<file path="config.mk">
export PLATFORM = sky130hd
export DESIGN_NAME = pipe_stage_ctrl
export DESIGN_NICKNAME = d
export VERILOG_FILES = /design/src/rtl/pipe_stage_ctrl.sv
export SDC_FILE = /design/constraint.sdc
export NUM_CORES = 1
export LEC_CHECK = 0
export CORE_MARGIN = 10
export CORE_UTILIZATION = 52
export CTS_BUF_LIST = sky130_fd_sc_hd__clkbuf_8
export CTS_CLUSTER_SIZE = 16
export DETAILED_ROUTE_END_ITERATION = 10
export PLACE_DENSITY = 0.88
export SLEW_MARGIN = 15
export SYNTH_ARGS = -nofsm -noshare
export SYNTH_HDL_FRONTEND = slang
export SYNTH_SLANG_ARGS = --single-unit
</file>
<file path="constraint.sdc">
create_clock -name CLK -period 10.2 [get_ports CLK]
set_input_delay 2.55 -clock CLK [delete_from_list [all_inputs] [get_ports CLK]]
set_output_delay 2.55 -clock CLK [all_outputs]
set_load 0.01 [all_outputs]
</file>
<file path="src/rtl/pipe_stage_ctrl.sv">
// pipe_stage_ctrl: 5-stage pipeline sequencer resolving mem wait, branch, load-use and mul/div occupancy
module pipe_stage_ctrl #(
  parameter int RW = 5,
  parameter int MD_LAT = 8,
  parameter int CW = 4,
  parameter int SW = 32
) (
  input  logic          CLK,
  input  logic          RST,
  input  logic [RW-1:0] id_rs,
  input  logic [RW-1:0] id_rt,
  input  logic          id_uses_rt,
  input  logic          id_md_start,
  input  logic [RW-1:0] ex_rt,
  input  logic          ex_memread,
  input  logic          ex_branch_taken,
  input  logic          mem_req,
  input  logic          mem_ready,
  output logic          pc_en,
  output logic          ifid_en,
  output logic          idex_en,
  output logic          exmem_en,
  output logic          memwb_en,
  output logic          ifid_clr,
  output logic          idex_clr,
  output logic          exmem_clr,
  output logic          memwb_clr,
  output logic          md_busy,
  output logic [1:0]    state,
  output logic [SW-1:0] stall_cnt
);
  typedef enum logic [1:0] {RUN = 2'd0, MD_BUSY = 2'd1, MEM_WAIT = 2'd2} state_t;
  state_t st, nxt;
  logic [CW-1:0] cnt, nxt_cnt;
  logic mem_stall, load_use, md_active;
  assign mem_stall = mem_req & ~mem_ready;
  assign load_use = ex_memread & (ex_rt != '0) & ((ex_rt == id_rs) | (id_uses_rt & (ex_rt == id_rt)));
  assign md_active = (st == MD_BUSY) && (cnt != '0);
  assign state = st;
  assign md_busy = ~RST & (st == MD_BUSY);
  always_comb begin
    {pc_en, ifid_en, idex_en, exmem_en, memwb_en} = 5'h1f;
    {ifid_clr, idex_clr, exmem_clr, memwb_clr} = 4'h0;
    nxt = RUN;
    nxt_cnt = cnt;
    if (md_active) begin
      {pc_en, ifid_en, idex_en} = 3'b000;
      exmem_en = ~mem_stall;
      exmem_clr = ~mem_stall;
      memwb_clr = mem_stall;
      nxt_cnt = cnt - 1'b1;
      nxt = MD_BUSY;
    end else if (mem_stall) begin
      {pc_en, ifid_en, idex_en, exmem_en} = 4'h0;
      memwb_clr = 1'b1;
      nxt = (st == MD_BUSY) ? MD_BUSY : MEM_WAIT;
    end else if (ex_branch_taken) begin
      {ifid_clr, idex_clr} = 2'b11;
    end else if (load_use) begin
      {pc_en, ifid_en} = 2'b00;
      idex_clr = 1'b1;
    end else if (id_md_start) begin
      nxt = MD_BUSY;
      nxt_cnt = CW'(MD_LAT - 1);
    end
    if (RST) begin
      {pc_en, ifid_en, idex_en, exmem_en, memwb_en} = 5'h0;
      {ifid_clr, idex_clr, exmem_clr, memwb_clr} = 4'hf;
    end
  end
  always_ff @(posedge CLK or posedge RST) begin
    if (RST) begin
      st <= RUN;
      cnt <= '0;
      stall_cnt <= '0;
    end else begin
      st <= nxt;
      cnt <= nxt_cnt;
      if (!pc_en && stall_cnt != '1) stall_cnt <= stall_cnt + 1'b1;
    end
  end
endmodule

</file>
; ---- After elaboration in Yosys (flattened, before gate mapping)
; Cells that the tools add are included.
[word_totals]
register_bits = 38
input_bits = 23
[classes]
n_addsub = 2
n_eq_ne = 7
muxes = 36
bitwise = 9
n_reduce_logical = 7
[op_table]
columns = cell, n
row1 = "32-bit by 1-bit adder with 32-bit output, second input constant", 1
row2 = "32-bit != test, second input constant", 1
row3 = 1-bit 2-to-1 mux, 28
row4 = 4-bit 2-to-1 mux, 5
row5 = 5-bit equality test, 2
row6 = 2-bit 2-to-1 mux, 3
row7 = "2-bit by 1-bit != test with 1-bit output, second input constant", 3
row8 = 1-bit bitwise AND, 5
row9 = 5-bit nonzero test, 1
row10 = 4-bit AND reduction, 1
row11 = 4-bit nonzero test, 1
row12 = "4-bit by 1-bit subtractor with 4-bit output, second input constant", 1
row13 = 1-bit NOT, 3
row14 = "2-bit by 1-bit equality test with 1-bit output, second input constant", 1
row15 = 1-bit logical AND, 2
row16 = 2-bit nonzero test, 1
row17 = 1-bit zero test, 1
row18 = 1-bit bitwise OR, 1

; ---- Depth between registers and ports, before layout
; Gate-level depths: netlist of the first run.
[logic_depth]
word_depth = 11
depth_mapped = 8
mapped_depth_nobuf = 7

; ---- Worst setup path after synthesis of the first run
; No wires, ideal clock.
[synth_path]
path_type = input to output
startpoint = in RST
endpoint = out pc_en
t_arrival_ns = 4.799
setup_slack_ns = 2.851
cell_stages = 6
path_cell_list = inv_1 nand2_1 nor2_1 a21boi_1 buf_2 buf_4
[synth_between]
elab_chain_cells = 1
[synth_lines]
columns = element, line_no
row1 = start: declaration, 9  ; input logic RST,
row2 = 1-bit 2-to-1 mux, --
row3 = end: declaration, 19  ; output logic pc_en,
; Every way passes these cells.

; ---- Final worst setup path of the first run
[layout_path]
startpoint = in ex_rt[1]
endpoint = out pc_en
[layout_between]
elab_chain_cells = 9
word_cells_on_any_way = 12
[layout_lines]
columns = element, line_no
row1 = start: declaration, 14  ; input logic [RW-1:0] ex_rt,
row2 = 5-bit equality test, 37  ; assign load_use = ex_memread & (ex_rt != '0) & ((ex_rt == id_rs) | (id_uses_rt & (ex_rt == id_rt)));
row3 = 1-bit bitwise AND, 37
row4 = 1-bit bitwise OR, 37
row5 = 1-bit bitwise AND (*), 37
row6 = 1-bit 2-to-1 mux (*), 59  ; end else if (load_use) begin
row7 = 1-bit 2-to-1 mux (*), 57  ; end else if (ex_branch_taken) begin
row8 = 1-bit 2-to-1 mux (*), 53  ; end else if (mem_stall) begin
row9 = 1-bit 2-to-1 mux (*), 46  ; if (md_active) begin
row10 = 1-bit 2-to-1 mux (*), 66  ; if (RST) begin
; Every way passes the cells marked *; elsewhere a longest branch is shown, timed or not.

==> impl_metrics.toml, run 1 <==
[final_layout]
nets = 306
fillers = 309
num_antenna_cells = 0
final_layout_size_suffix_gt1_share_pct = 7.45
area_delta_synth_final_pct = 38.1
final_core_util_pct = 73.9

[hold_path]
hp-class = "reg2reg"

[synthesis]
async_flop_share_pct = 100
yosysUniqueCellTypes = 43
synthFlopType = "dfrtp_1"
avgSynthCellArea_um2 = 10.0
synth_top_family_by_area = "simple AND/OR/NAND/NOR gates"
synth_compound_area_share_pct = 3.95
synthMuxAreaShare_pct = 1.00
yosysWarningCount = 0
synth-edff-count = 0
synthXorXnorAreaFrac_pct = 17.3
ys_ff_latch = 38
syn_area_um2 = 2120
netlist_instances = 212
synth-simple-area-share_pct = 28.3
mappedNetlistNets = 237
synth_sequential_area_ratio_pct = 44.8
synth_fa_ha_area_share_pct = 1.18

[floorplanning]
num_io_pins = 67
initial_core_util_pct = 53.5
core_area_um2 = 3970
rows = 23
die-area_um2 = 7040
die_w_um = 83.9
die_h_um = 83.9

[timing]
finalCritPeriodShare_pct = 73.0
fin_crit_ns = 7.45
setup_viol = 0
hold_viol = 0
drv_slew = 0
skew_ns = 0.0103
rsz0062_at_grt = "false"
worstMarginPinSlew_ns = 0.568
slew_headroom_pct = 62.0
finalSetupTns_ns = 0
fmax_ghz = 0.134

[setup_path]
arrival_ns = 4.90
endpoint_kind = "primary output"
path_class = "in2out"
cp_data_required_time_ns = 7.65
cp-start-kind = "input pin"
cp_max_fo = 33

[run_status]
status = "complete, no violations"

[routing]
postRouteAntennaNets = 0
first_iter_violations = 120
wl_per_cell_um = 16.1
vias_per_cell = 5.59
drcViolationCount = 0
drtPass1Iterations = 4
num_vias = 1857
routed_wl_um = 5340

[power]
max-vdd-ir-drop_mv = 0.152
p_per_area_nw_per_um2 = 211
power.leakage_nw = 1.22

[global_routing]
grt_pass1_vias = 1885
grt_usage_pct = 15.2
grt_pass1_wl_um = 9110
antenna_found_initial = 0
grt-ovfl-total = 0
grt_max_degree = 43

[clocking]
cts_sinks = 38
post_cts_buffers = 0
clkTransAtPathRegs_ns = 0.08
cts_root_buffer = "clkbuf_8"
cts_resized = 0
cts_hold_buf = 0
cts_tree = "done"
clk_path_buf_depth = 2
cts_made_buffers = 5
insertion_delay_ns = 0.29
htree_levels = 2

[placed_design]
place_congestion = 0.829
io_buffer_count = 66
hpwl_um = 4060

[job]
drv_cap = 0
-- cell families after synthesis --
| group | after synthesis |
|---|---|
| multiplexers | 2 |
| AO/OA/AOI/OAI | 12 |
| buffers and inverters | 14 |
| flip-flops | 38 |
| XOR/XNOR | 42 |
| AND/OR/NAND/NOR | 102 |
| adder cells (fa/ha/maj) | 2 |
-- registers in the layout (all words and copies together) (netlist names) --
register	cells
stall_cnt	32
cnt	4
state	2
-- per-layer routing --
metal | GRT usage, % | up-vias | part of all wire (%)
li1 | - | 889 | -
met1 | 16.6 | 892 | 40
met2 | 25.6 | 70 | 49
met3 | 6.15 | 6 | 9.1
met4 | 5.78 | 0 | 1.6
met5 | 0 | - | 0
-- stage by stage --
| step | cells | power, W | setup WS, ns | instance area (um^2) | hold WS (ns) |
|---|---|---|---|---|---|
| after floorplan | 212 | 0.000374 | 2.85 | 2120 | 0.516 |
| after global placement | 324 | 0.000491 | 2.80 | 2830 | 0.472 |
| after detailed placement | 324 | 0.000499 | 2.76 | 2830 | 0.491 |
| after CTS | 332 | 0.000626 | 2.76 | 2930 | 0.503 |
| after global routing | 332 | 0.000661 | 2.56 | 2930 | 0.519 |
| final | 332 | 0.000620 | 2.75 | 2930 | 0.499 |
-- layout by cell type, fill, tap and decap left out, drive strengths merged, types with 3 or more instances in the layout --
cell,synthesis,routed
xor2,31,31
clkdlybuf4s50,0,66
nor4,9,9
a21oi,3,3
buf,6,3
nand2,17,17
nand2b,3,3
nand3,14,14
nor3,22,22
xnor2,11,11
dfrtp,38,38
nor3b,3,3
inv,7,7
nor2,8,8
and3,5,5
clkbuf,1,5
nand4,10,10
-- path summary, 6_finish.rpt --
| path | start | endpoint | slack [ns] | cells past startpoint |
|---|---|---|---|---|
| worst max-delay path | ex_rt[1] | pc_en | 2.75 | 7 |
| worst min-delay path | stall_cnt[27] | stall_cnt[27] | 0.50 | 1 |
| worst max register to register | stall_cnt[10] | stall_cnt[1] | 7.85 | 7 |
| worst min register to register | stall_cnt[27] | stall_cnt[27] | 0.50 | 1 |
| max in group asynchronous | RST | stall_cnt[5] | 7.08 | 3 |
| min in group asynchronous | RST | state[1] | 2.76 | 3 |
-- power breakdown --
part | total [W] | internal (W) | switching [W]
sequential | 0.000245 | 0.000193 | 0.0000524
clock | 0.000124 | 0.0000720 | 0.0000521
combinational | 0.000250 | 0.000131 | 0.000120
-- worst max-delay path: stages --
cell             delay [ns]
clkdlybuf4s50_1        0.47
or4_1                  0.52
o21ai_0                0.19
nor2_1                 0.08
a21boi_2               0.13
buf_4                  0.33
clkdlybuf4s50_1        0.61
-- synth_stat cells, types with 2 or more instances --
cell,instances,share of area (%)
dfrtp_1,38,45
xor2_1,31,13
nor3_1,20,4.7
nand2_1,17,3.0
nand3_1,14,3.3
xnor2_1,11,4.5
nand4_1,9,2.6
nor4_1,8,2.4
inv_1,7,1.2
nor2_1,7,1.2
and3_1,5,1.5
buf_2,3,0.71
nand2b_1,3,0.88
nor3b_1,3,1.1
a21oi_1,2,0.47
and4_1,2,0.82
buf_6,2,1.1
ha_1,2,1.2
nor4b_1,2,0.82
o21ai_0,2,0.47
or4_1,2,0.71
-- final cells by class --
| type | instances | area, um^2 | area share (%) |
|---|---|---|---|
| multi-input cells | 160 | 1100 | 37.6 |
| flip-flops and latches | 38 | 951 | 32.4 |
| clock inverters | 3 | 40.0 | 1.36 |
| well taps | 50 | 62.6 | 2.13 |
| inverters | 7 | 26.3 | 0.896 |
| clock buffers | 5 | 68.8 | 2.35 |
| repair buffers | 69 | 683 | 23.3 |
(Power assumes the default switching activity.)
==> run 2: changes to the inputs <==
Settings changed: CORE_UTILIZATION 52 to 43, PLACE_DENSITY 0.88 to 0.78.
Clock period 10.2 ns to 6.34 ns, I/O delays scaled along.
==> run 2 against run 1 <==
Against the previous run: utilization shrank 12 points; combinational power grew 60%; via count shrank 1.3%; largest power group unchanged; critical path type unchanged; non-clock buffer count is the same; critical endpoint is now ifid_en; worst hold slack lost 0.015 ns.
==> impl_metrics.toml, run 2 (synthesis results as in run 1) <==
[run_status]
status = "complete, no violations"

[final_layout]
nets = 306
fin_cells = 348
largest_reg_flops = 32
num_antenna_cells = 0
final_layout_size_suffix_gt1_share_pct = 6.41
final_core_util_pct = 61.5
layout_commonest_cell = "clkdlybuf4s50_1"
final_cell_mix = "clkdlybuf4s50_1, dfrtp_1, xor2_1, nor3_1, nand2_1"
area_delta_synth_final_pct = 37.6
largest_register = "stall_cnt"

[timing]
drv_slew = 0
fmax_ghz = 0.180
finalCritPeriodShare_pct = 87.5
skew_ns = 0.00253
setup_viol = 0
setup_slack_ns = 0.794
hold_viol = 0
worstMarginPinSlew_ns = 0.527
fin_crit_ns = 5.55
finalSetupTns_ns = 0
slew_headroom_pct = 64.7
rsz0062_at_grt = "false"

[setup_path]
cpMaxStageDelayCell = "clkdlybuf4s50_1"
cp_data_required_time_ns = 4.76
cp_top_family = "buffers and inverters"
path_class = "in2out"
arrival_ns = 3.96
slowest_delay_ns = 0.61
critPathBufInv = 3
cp_max_fo = 33
crit_chain = "clkdlybuf4s50_1 -> or4_1 -> o21ai_0 -> nor2_1 -> a21boi_2 -> buf_4 -> clkdlybuf4s50_1"
cp-start-kind = "input pin"
crit_top_cell = "clkdlybuf4s50_1"
critical_path.reg2reg.startpoint = "stall_cnt[0]"
startpoint = "ex_rt[1]"
endpoint_kind = "primary output"

[hold_path]
hp-class = "reg2reg"
min-delay-start = "stall_cnt[27]"

[power]
max-vdd-ir-drop_mv = 0.225
power.leakage_nw = 1.21
p_per_area_nw_per_um2 = 324
finalPower_w = 0.000946

[routing]
num_vias = 1832
drtPass1Iterations = 4
first_iter_violations = 112
wl_per_cell_um = 15.1
postRouteAntennaNets = 0
vias_per_cell = 5.26
routed_wl_um = 5240
drcViolationCount = 0

[placed_design]
pre_cts_slack_ns = 0.772
place_inst = 341
place_congestion = 0.803
hpwl_um = 4090
io_buffer_count = 66

[floorplanning]
die-area_um2 = 8150
rows = 25
die_w_um = 90.3
core_area_um2 = 4750
die_h_um = 90.3
num_io_pins = 67
initial_core_util_pct = 44.7

[clocking]
cts_tree = "done"
htree_levels = 2
cts_root_buffer = "clkbuf_8"
cts_resized = 0
cts_sinks = 38
insertion_delay_ns = 0.28
cts_hold_buf = 0
cts_made_buffers = 5
clk_path_buf_depth = 2
clkTransAtPathRegs_ns = 0.07
post_cts_buffers = 0

[global_routing]
grt-ovfl-total = 0
grt_pass1_vias = 1817
grt_pass1_wl_um = 8940
grt_max_degree = 43
antenna_found_initial = 0
grt_usage_pct = 13.1

[job]
drv_cap = 0
run 2: changes by cell type in the layout (fill, tap and decap cells not counted):
cell | previous run | this run
bufinv_16 | 1 | 0
inv_1 | 7 | 9
clkinv_2 | 2 | 0
run 2: worst paths after layout:
path,slack (ns),cells after the start,end
max,0.79,7,ifid_en
min,0.48,1,stall_cnt[27]
max reg2reg,3.84,7,stall_cnt[1]
min reg2reg,0.48,1,stall_cnt[27]
max in group asynchronous,4.15,3,stall_cnt[15]
min in group asynchronous,1.82,3,state[1]
run 2: area by class of cell:
type | count | area (um^2)
inverter | 7 | 26.3
clock inverter | 2 | 7.51
fill | 415 | 1830
clock buffer | 5 | 68.8
multi-input combinational | 160 | 1100
tap | 67 | 83.8
sequential | 38 | 951
timing repair buffer | 69 | 683
run 2: metrics by stage:
stage	instance area [um^2]	hold WS [ns]
global placement	2850	0.470
global route	2920	0.519
floorplan	2120	0.516
detailed placement	2850	0.482
finish	2920	0.484
CTS	2920	0.491
run 2: metal layers:
metal / vias to the layer above / track usage [%] / wire [um]
met5: - / 0 / 0
met4: 0 / 4.77 / 79
met3: 6 / 6.40 / 475
met2: 54 / 20.1 / 2440
met1: 880 / 15.4 / 2250
li1: 892 / - / -
run 2: where the power goes:
group | internal (W) | total, W | switching (W)
combinational | 0.000210 | 0.000401 | 0.000191
sequential | 0.000310 | 0.000396 | 0.0000853
clock | 0.0000724 | 0.000149 | 0.0000766
